$ cat config.mk
export PLATFORM = sky130hd
export DESIGN_NAME = adder_rr_scheduler
export DESIGN_NICKNAME = d
export VERILOG_FILES = /design/src/rtl/adder_sched_pkg.sv /design/src/rtl/add_ovf_unit.sv /design/src/rtl/adder_rr_scheduler.sv
export SDC_FILE = /design/constraint.sdc
export NUM_CORES = 1
export LEC_CHECK = 0
export CAP_MARGIN = 5
export CORE_ASPECT_RATIO = 2
export CORE_MARGIN = 1
export CORE_UTILIZATION = 35
export CTS_CLUSTER_DIAMETER = 30
export CTS_CLUSTER_SIZE = 28
export DETAILED_ROUTE_END_ITERATION = 12
export GPL_ROUTABILITY_DRIVEN = 1
export PLACE_DENSITY = 0.82
export SLEW_MARGIN = 40
export SYNTH_ARGS = -nofsm -noshare
export SYNTH_HDL_FRONTEND = slang
export SYNTH_SLANG_ARGS = --single-unit
$ cat constraint.sdc
create_clock -name clk -period 4.8 [get_ports clk]
set_clock_uncertainty 0.05 [all_clocks]
set_input_delay 0.48 -clock clk [delete_from_list [all_inputs] [get_ports clk]]
set_output_delay 0.48 -clock clk [all_outputs]
set_load 0.01 [all_outputs]
$ cat src/rtl/adder_sched_pkg.sv
// rtl/adder_sched_pkg.sv - shared defaults, id width helper and response type for the adder scheduler
package adder_sched_pkg;

  localparam int DEF_NUM_REQ = 4;
  localparam int DEF_WIDTH   = 8;
  localparam int DEF_CNT_W   = 8;

  function automatic int id_w(input int n);
    return (n > 1) ? $clog2(n) : 1;
  endfunction

  localparam int DEF_ID_W = id_w(DEF_NUM_REQ);

  typedef struct packed {
    logic [DEF_ID_W-1:0]  id;
    logic [DEF_WIDTH-1:0] s;
    logic                 overflow;
  } add_rsp_t;

endpackage

$ cat src/rtl/add_ovf_unit.sv
// rtl/add_ovf_unit.sv - combinational two's-complement add with signed overflow flag
module add_ovf_unit
  import adder_sched_pkg::*;
#(
  parameter int WIDTH = DEF_WIDTH
) (
  input  logic [WIDTH-1:0] a,
  input  logic [WIDTH-1:0] b,
  output logic [WIDTH-1:0] s,
  output logic             overflow
);

  // Carry-out is intentionally dropped; overflow comes from the sign bits alone.
  assign s        = a + b;
  assign overflow = (a[WIDTH-1] == b[WIDTH-1]) & (s[WIDTH-1] != a[WIDTH-1]);

endmodule

$ cat src/rtl/adder_rr_scheduler.sv
// rtl/adder_rr_scheduler.sv - round-robin shared adder with one result slot and saturating overflow counter
module adder_rr_scheduler
  import adder_sched_pkg::*;
#(
  parameter int NUM_REQ = DEF_NUM_REQ,
  parameter int WIDTH   = DEF_WIDTH,
  parameter int CNT_W   = DEF_CNT_W
) (
  input  logic                       clk,
  input  logic                       resetn,
  input  logic [NUM_REQ-1:0]         req_valid,
  input  logic [NUM_REQ*WIDTH-1:0]   req_a,
  input  logic [NUM_REQ*WIDTH-1:0]   req_b,
  output logic [NUM_REQ-1:0]         req_ready,
  output logic                       rsp_valid,
  input  logic                       rsp_ready,
  output logic [id_w(NUM_REQ)-1:0]   rsp_id,
  output logic [WIDTH-1:0]           rsp_s,
  output logic                       rsp_overflow,
  output logic [CNT_W-1:0]           ovf_count
);

  localparam int ID_W = id_w(NUM_REQ);

  logic [ID_W-1:0]      ptr;
  logic [2*NUM_REQ-1:0] dbl;
  logic [NUM_REQ-1:0]   rot;
  logic                 found;
  logic [ID_W-1:0]      off;
  logic [ID_W:0]        sum;
  logic [ID_W-1:0]      grant_id;
  logic                 slot_free;
  logic                 grant;
  logic [WIDTH-1:0]     a_sel;
  logic [WIDTH-1:0]     b_sel;
  logic [WIDTH-1:0]     add_s;
  logic                 add_ovf;

  assign slot_free = ~rsp_valid | rsp_ready;

  // Rotate so ptr sits at bit 0, find the lowest set bit, then map back.
  always_comb begin
    dbl   = {req_valid, req_valid} >> ptr;
    rot   = dbl[NUM_REQ-1:0];
    found = 1'b0;
    off   = '0;
    for (int i = NUM_REQ - 1; i >= 0; i--) begin
      if (rot[i]) begin
        found = 1'b1;
        off   = ID_W'(i);
      end
    end
    sum = {1'b0, ptr} + {1'b0, off};
    if (sum >= (ID_W+1)'(NUM_REQ)) sum = sum - (ID_W+1)'(NUM_REQ);
    grant_id = sum[ID_W-1:0];
    grant    = found & slot_free & resetn;
    req_ready = '0;
    if (grant) req_ready[grant_id] = 1'b1;
  end

  always_comb begin
    a_sel = '0;
    b_sel = '0;
    for (int i = 0; i < NUM_REQ; i++) begin
      if (grant_id == ID_W'(i)) begin
        a_sel = req_a[i*WIDTH +: WIDTH];
        b_sel = req_b[i*WIDTH +: WIDTH];
      end
    end
  end

  add_ovf_unit #(.WIDTH(WIDTH)) u_add (
    .a        (a_sel),
    .b        (b_sel),
    .s        (add_s),
    .overflow (add_ovf)
  );

  always_ff @(posedge clk) begin
    if (!resetn) begin
      rsp_valid    <= 1'b0;
      rsp_id       <= '0;
      rsp_s        <= '0;
      rsp_overflow <= 1'b0;
      ovf_count    <= '0;
      ptr          <= '0;
    end else begin
      if (grant) begin
        rsp_valid    <= 1'b1;
        rsp_id       <= grant_id;
        rsp_s        <= add_s;
        rsp_overflow <= add_ovf;
        ptr          <= (grant_id == ID_W'(NUM_REQ - 1)) ? '0 : grant_id + ID_W'(1);
      end else if (rsp_valid && rsp_ready) begin
        rsp_valid <= 1'b0;
      end
      if (rsp_valid && rsp_ready && rsp_overflow && (ovf_count != {CNT_W{1'b1}}))
        ovf_count <= ovf_count + CNT_W'(1);
    end
  end

endmodule

==> results.txt <==
The flow ran to the end, and the final reports show no timing, DRC or antenna violations. Averaged over all synthesized cells, the footprint is 7.34 sq um. At the worst endpoint, the required time is 4900 ps. STA classifies the critical path startpoint as an input port.

The mapped netlist covers 1920 sq um. For the final routed database, the setup TNS stands at 0 ps. Library cell occupying the most area in the post-synthesis netlist: dfxtp_1. For this run, design rule violations remaining after detail routing come to 0.

Synthesis produced 261 cells. The endpoint kind of the worst setup timing path is a register. For the pin with the worst max-slew slack, the measured transition is 723 ps. In this run, placement finished with an instance count of 403.

Post-CTS repair changed the size of 0 cells. The effective utilization at floorplan was 0.370. In the final routed layout, each cell accounts on average for 12.7 um. The total core area is 5180 sq um.

Post-synthesis cell type count: 47. The clock transition at the register clock pins on the worst setup and hold paths after CTS is 80 ps, and the maximum number of pins on one net before global-route repair is 25. Number of vias per cell after detailed routing: 5.31.

The number of global-route vias before repair was 2017. Sorting the synthesized cells by area gives the leading types as dfxtp_1 (23%), ha_1 (8.5%), nand2_1 (6.1%). In the final design database the tool counted 435 nets. Static timing analysis puts the maximum clock frequency at 227 MHz.

The analysis attributes to cell leakage a power of 1.16 nW. Wires add up to 5.17 mm. Yosys mapped a number of flops with a built-in enable equal to 0. The reg-to-reg critical path startpoint was ptr[0].

Once detailed placement completed, the half-perimeter wirelength came to 4.35 mm. During synthesis, Yosys emitted a total of 0 warnings. The number of DRC markers after the initial detailed-route iteration was 31. The count of buffers from port buffering works out to 94.

The maximum ir drop on the vdd rail came out at 0.345 mV. Among all flip-flop cells after synthesis, the most frequent one is dfxtp_1. The clock net in this run drives a total of 22 sinks. The tools report the number of clock buffers inserted by TritonCTS as 3.

The number of max-slew violations in the final report is 0. The most common cell in the synthesized netlist is nand2_1. After clock tree synthesis, the setup repair step added 0 buffers.

In this run, synthesis produced a sequential element count of 22. The origin of the worst setup path is req_valid[0]. The horizontal die dimension was 54.3 um; the total number of placement rows was 37. The tree is rooted in a clkbuf_8. The worst path needs 4410 ps of the cycle, external delays included. For this design the ratio of total power to cell area is 531 nW/um^2. The detail route stage leaves a number of antenna-violating nets equal to 0. TritonCTS built the clock tree.

The share of the synthesized area in the top cell type is 0.230. Layout overhead on the synthesized area: 56.3%. The final clock period utilization by the worst path was 0.920; the proportion of synthesized chip area in sequential cells was 0.230. The critical path class was in -> reg. The tools report the source of the worst hold timing path as rsp_s[0]. The global router's overall resource usage was 0.192; the final cell count without fillers was 407.

The tool flagged a number of max-cap violations equal to 0. Count of TritonRoute iterations in the first routing pass: 4. The die covers 5790 sq um. Class of the tightest hold or removal check: reg -> reg. Detailed routing inserted a total of 2162 vias. The logs give 260 ps for the clock latency at the later pin of the worst-skew pair and 4510 ps for the signal arrival time at the worst endpoint. The number of antenna diodes in the final layout is 0. The number of H-tree levels was 1; the post-cts hold buffer count was 0.

The maximum clock insertion buffer count was 2. The maximum fanout along the worst path was 14. The first-pass GRT wire length is 8.63 mm, and the initial antenna violation count is 0.

Setup violations remaining at the end of the flow were counted as 0. The die is 107 um tall. Pin placement for this block handled 95 I/O pins. Routability-driven placement finished with a final weighted congestion of 0.918. The net count after synthesis is 346, and the final number of hold-violating endpoints is 0. The proportion of layout cells with a drive suffix above 1 was 0.0573.

Setup repair after global routing left no endpoint under its margin. In the synthesized netlist, the cells that appear most often are nand2_1 (31), dfxtp_1 (22), nor2_1 (21). The worst slew margin relative to its limit is 0.516. The post-synthesis async set-or-reset flop share works out to 0. For the overflow left after global routing, the log shows 0.
==> cell usage in the layout, fill, tap and decap left out, types with 2 or more instances in the layout <==
cell type,count
xor2_1,2
a21boi_1,2
nor3_1,2
a311oi_1,2
nand3_1,11
a211oi_2,2
a21o_1,3
a21oi_1,20
nand3b_1,2
xnor2_1,7
dfxtp_1,22
a31oi_1,2
or3_1,2
mux2i_1,3
o21bai_1,2
buf_4,9
clkbuf_8,3
nor3b_1,4
clkdlybuf4s50_1,94
a211oi_1,2
nand4_1,2
o21ai_0,20
ha_1,12
nor2b_1,5
nor4b_1,2
and2_1,11
inv_1,4
o21ai_1,7
or4_1,2
o211ai_1,4
nor2_1,21
nand2_1,31
a22oi_1,15
==> critical path: stages <==
cell	delay, ps
clkdlybuf4s50_1	550
nor3b_1	210
o21ai_0	170
o2111ai_1	150
ha_1	370
inv_1	100
ha_1	250
nor2b_1	140
buf_4	170
a22oi_1	180
nor2_1	70
a21oi_1	140
o21ai_1	80
ha_1	270
fa_1	430
a21o_1	190
a21o_1	200
a21oi_1	190
or4b_1	140
nand3_1	50
==> kinds of logic (layout without fill, tap and decap cells) <==
logic type	Yosys count	count (layout)	synth area share
AO/OA/AOI/OAI	87	87	0.285
adder cells (fa/ha/maj)	14	14	0.0953
multiplexers	3	3	0.0157
XOR/XNOR	10	10	0.0457
AND/OR/NAND/NOR	102	102	0.275
flip-flops	22	22	0.230
buffers and inverters	23	111	0.0535
==> path summary, 6_finish.rpt <==
kind | slack (ps) | depth (start not counted) | endpoint
min | 420 | 2 | rsp_s[0]
max reg2reg | 760 | 19 | rsp_s[6]
max | 390 | 20 | rsp_s[6]
min reg2reg | 420 | 2 | rsp_s[0]
==> routing by layer <==
metal  up-vias  wire length, um  track usage
li1       1117                -            -
met1       969             1920        0.208
met2        72             2950        0.368
met3         4              221       0.0142
met4         0               72       0.0531
met5         -                0            0
==> through the flow <==
| step | hold WS, ps | setup slack [ps] | util | area, sq um | total power [mW] |
|---|---|---|---|---|---|
| after floorplan | 428 | 617 | - | 1920 | 1.08 |
| after global placement | 401 | 186 | 0.561 | 2910 | 1.38 |
| after detailed placement | 404 | 44.6 | 0.561 | 2910 | 1.41 |
| after CTS | 419 | 336 | 0.575 | 2980 | 1.59 |
| after global routing | 441 | 25.2 | 0.578 | 3000 | 1.76 |
| final | 419 | 385 | 0.578 | 3000 | 1.59 |
==> where the power goes <==
group,leakage (nW),internal [mW],total [mW],switching [mW]
Combinational,0.942,0.570,1.17,0.598
Sequential,0.181,0.225,0.255,0.0300
Clock,0.0357,0.111,0.170,0.0586
==> sequential cells by signal, indices dropped and copies added, names as in the netlist <==
name / cells
ovf_count: 8
rsp_s: 8
ptr: 2
rsp_id: 2
rsp_overflow: 1
rsp_valid: 1
==> final cells by class <==
type	count	area (sq um)
sequential	22	440
clock inverter	1	30.0
timing repair buffer	103	1010
multi-input combinational	216	1390
tap	58	72.6
fill	487	2190
clock buffer	3	41.3
inverter	4	15.0
No activity file was read; power rests on OpenSTA's default activity.
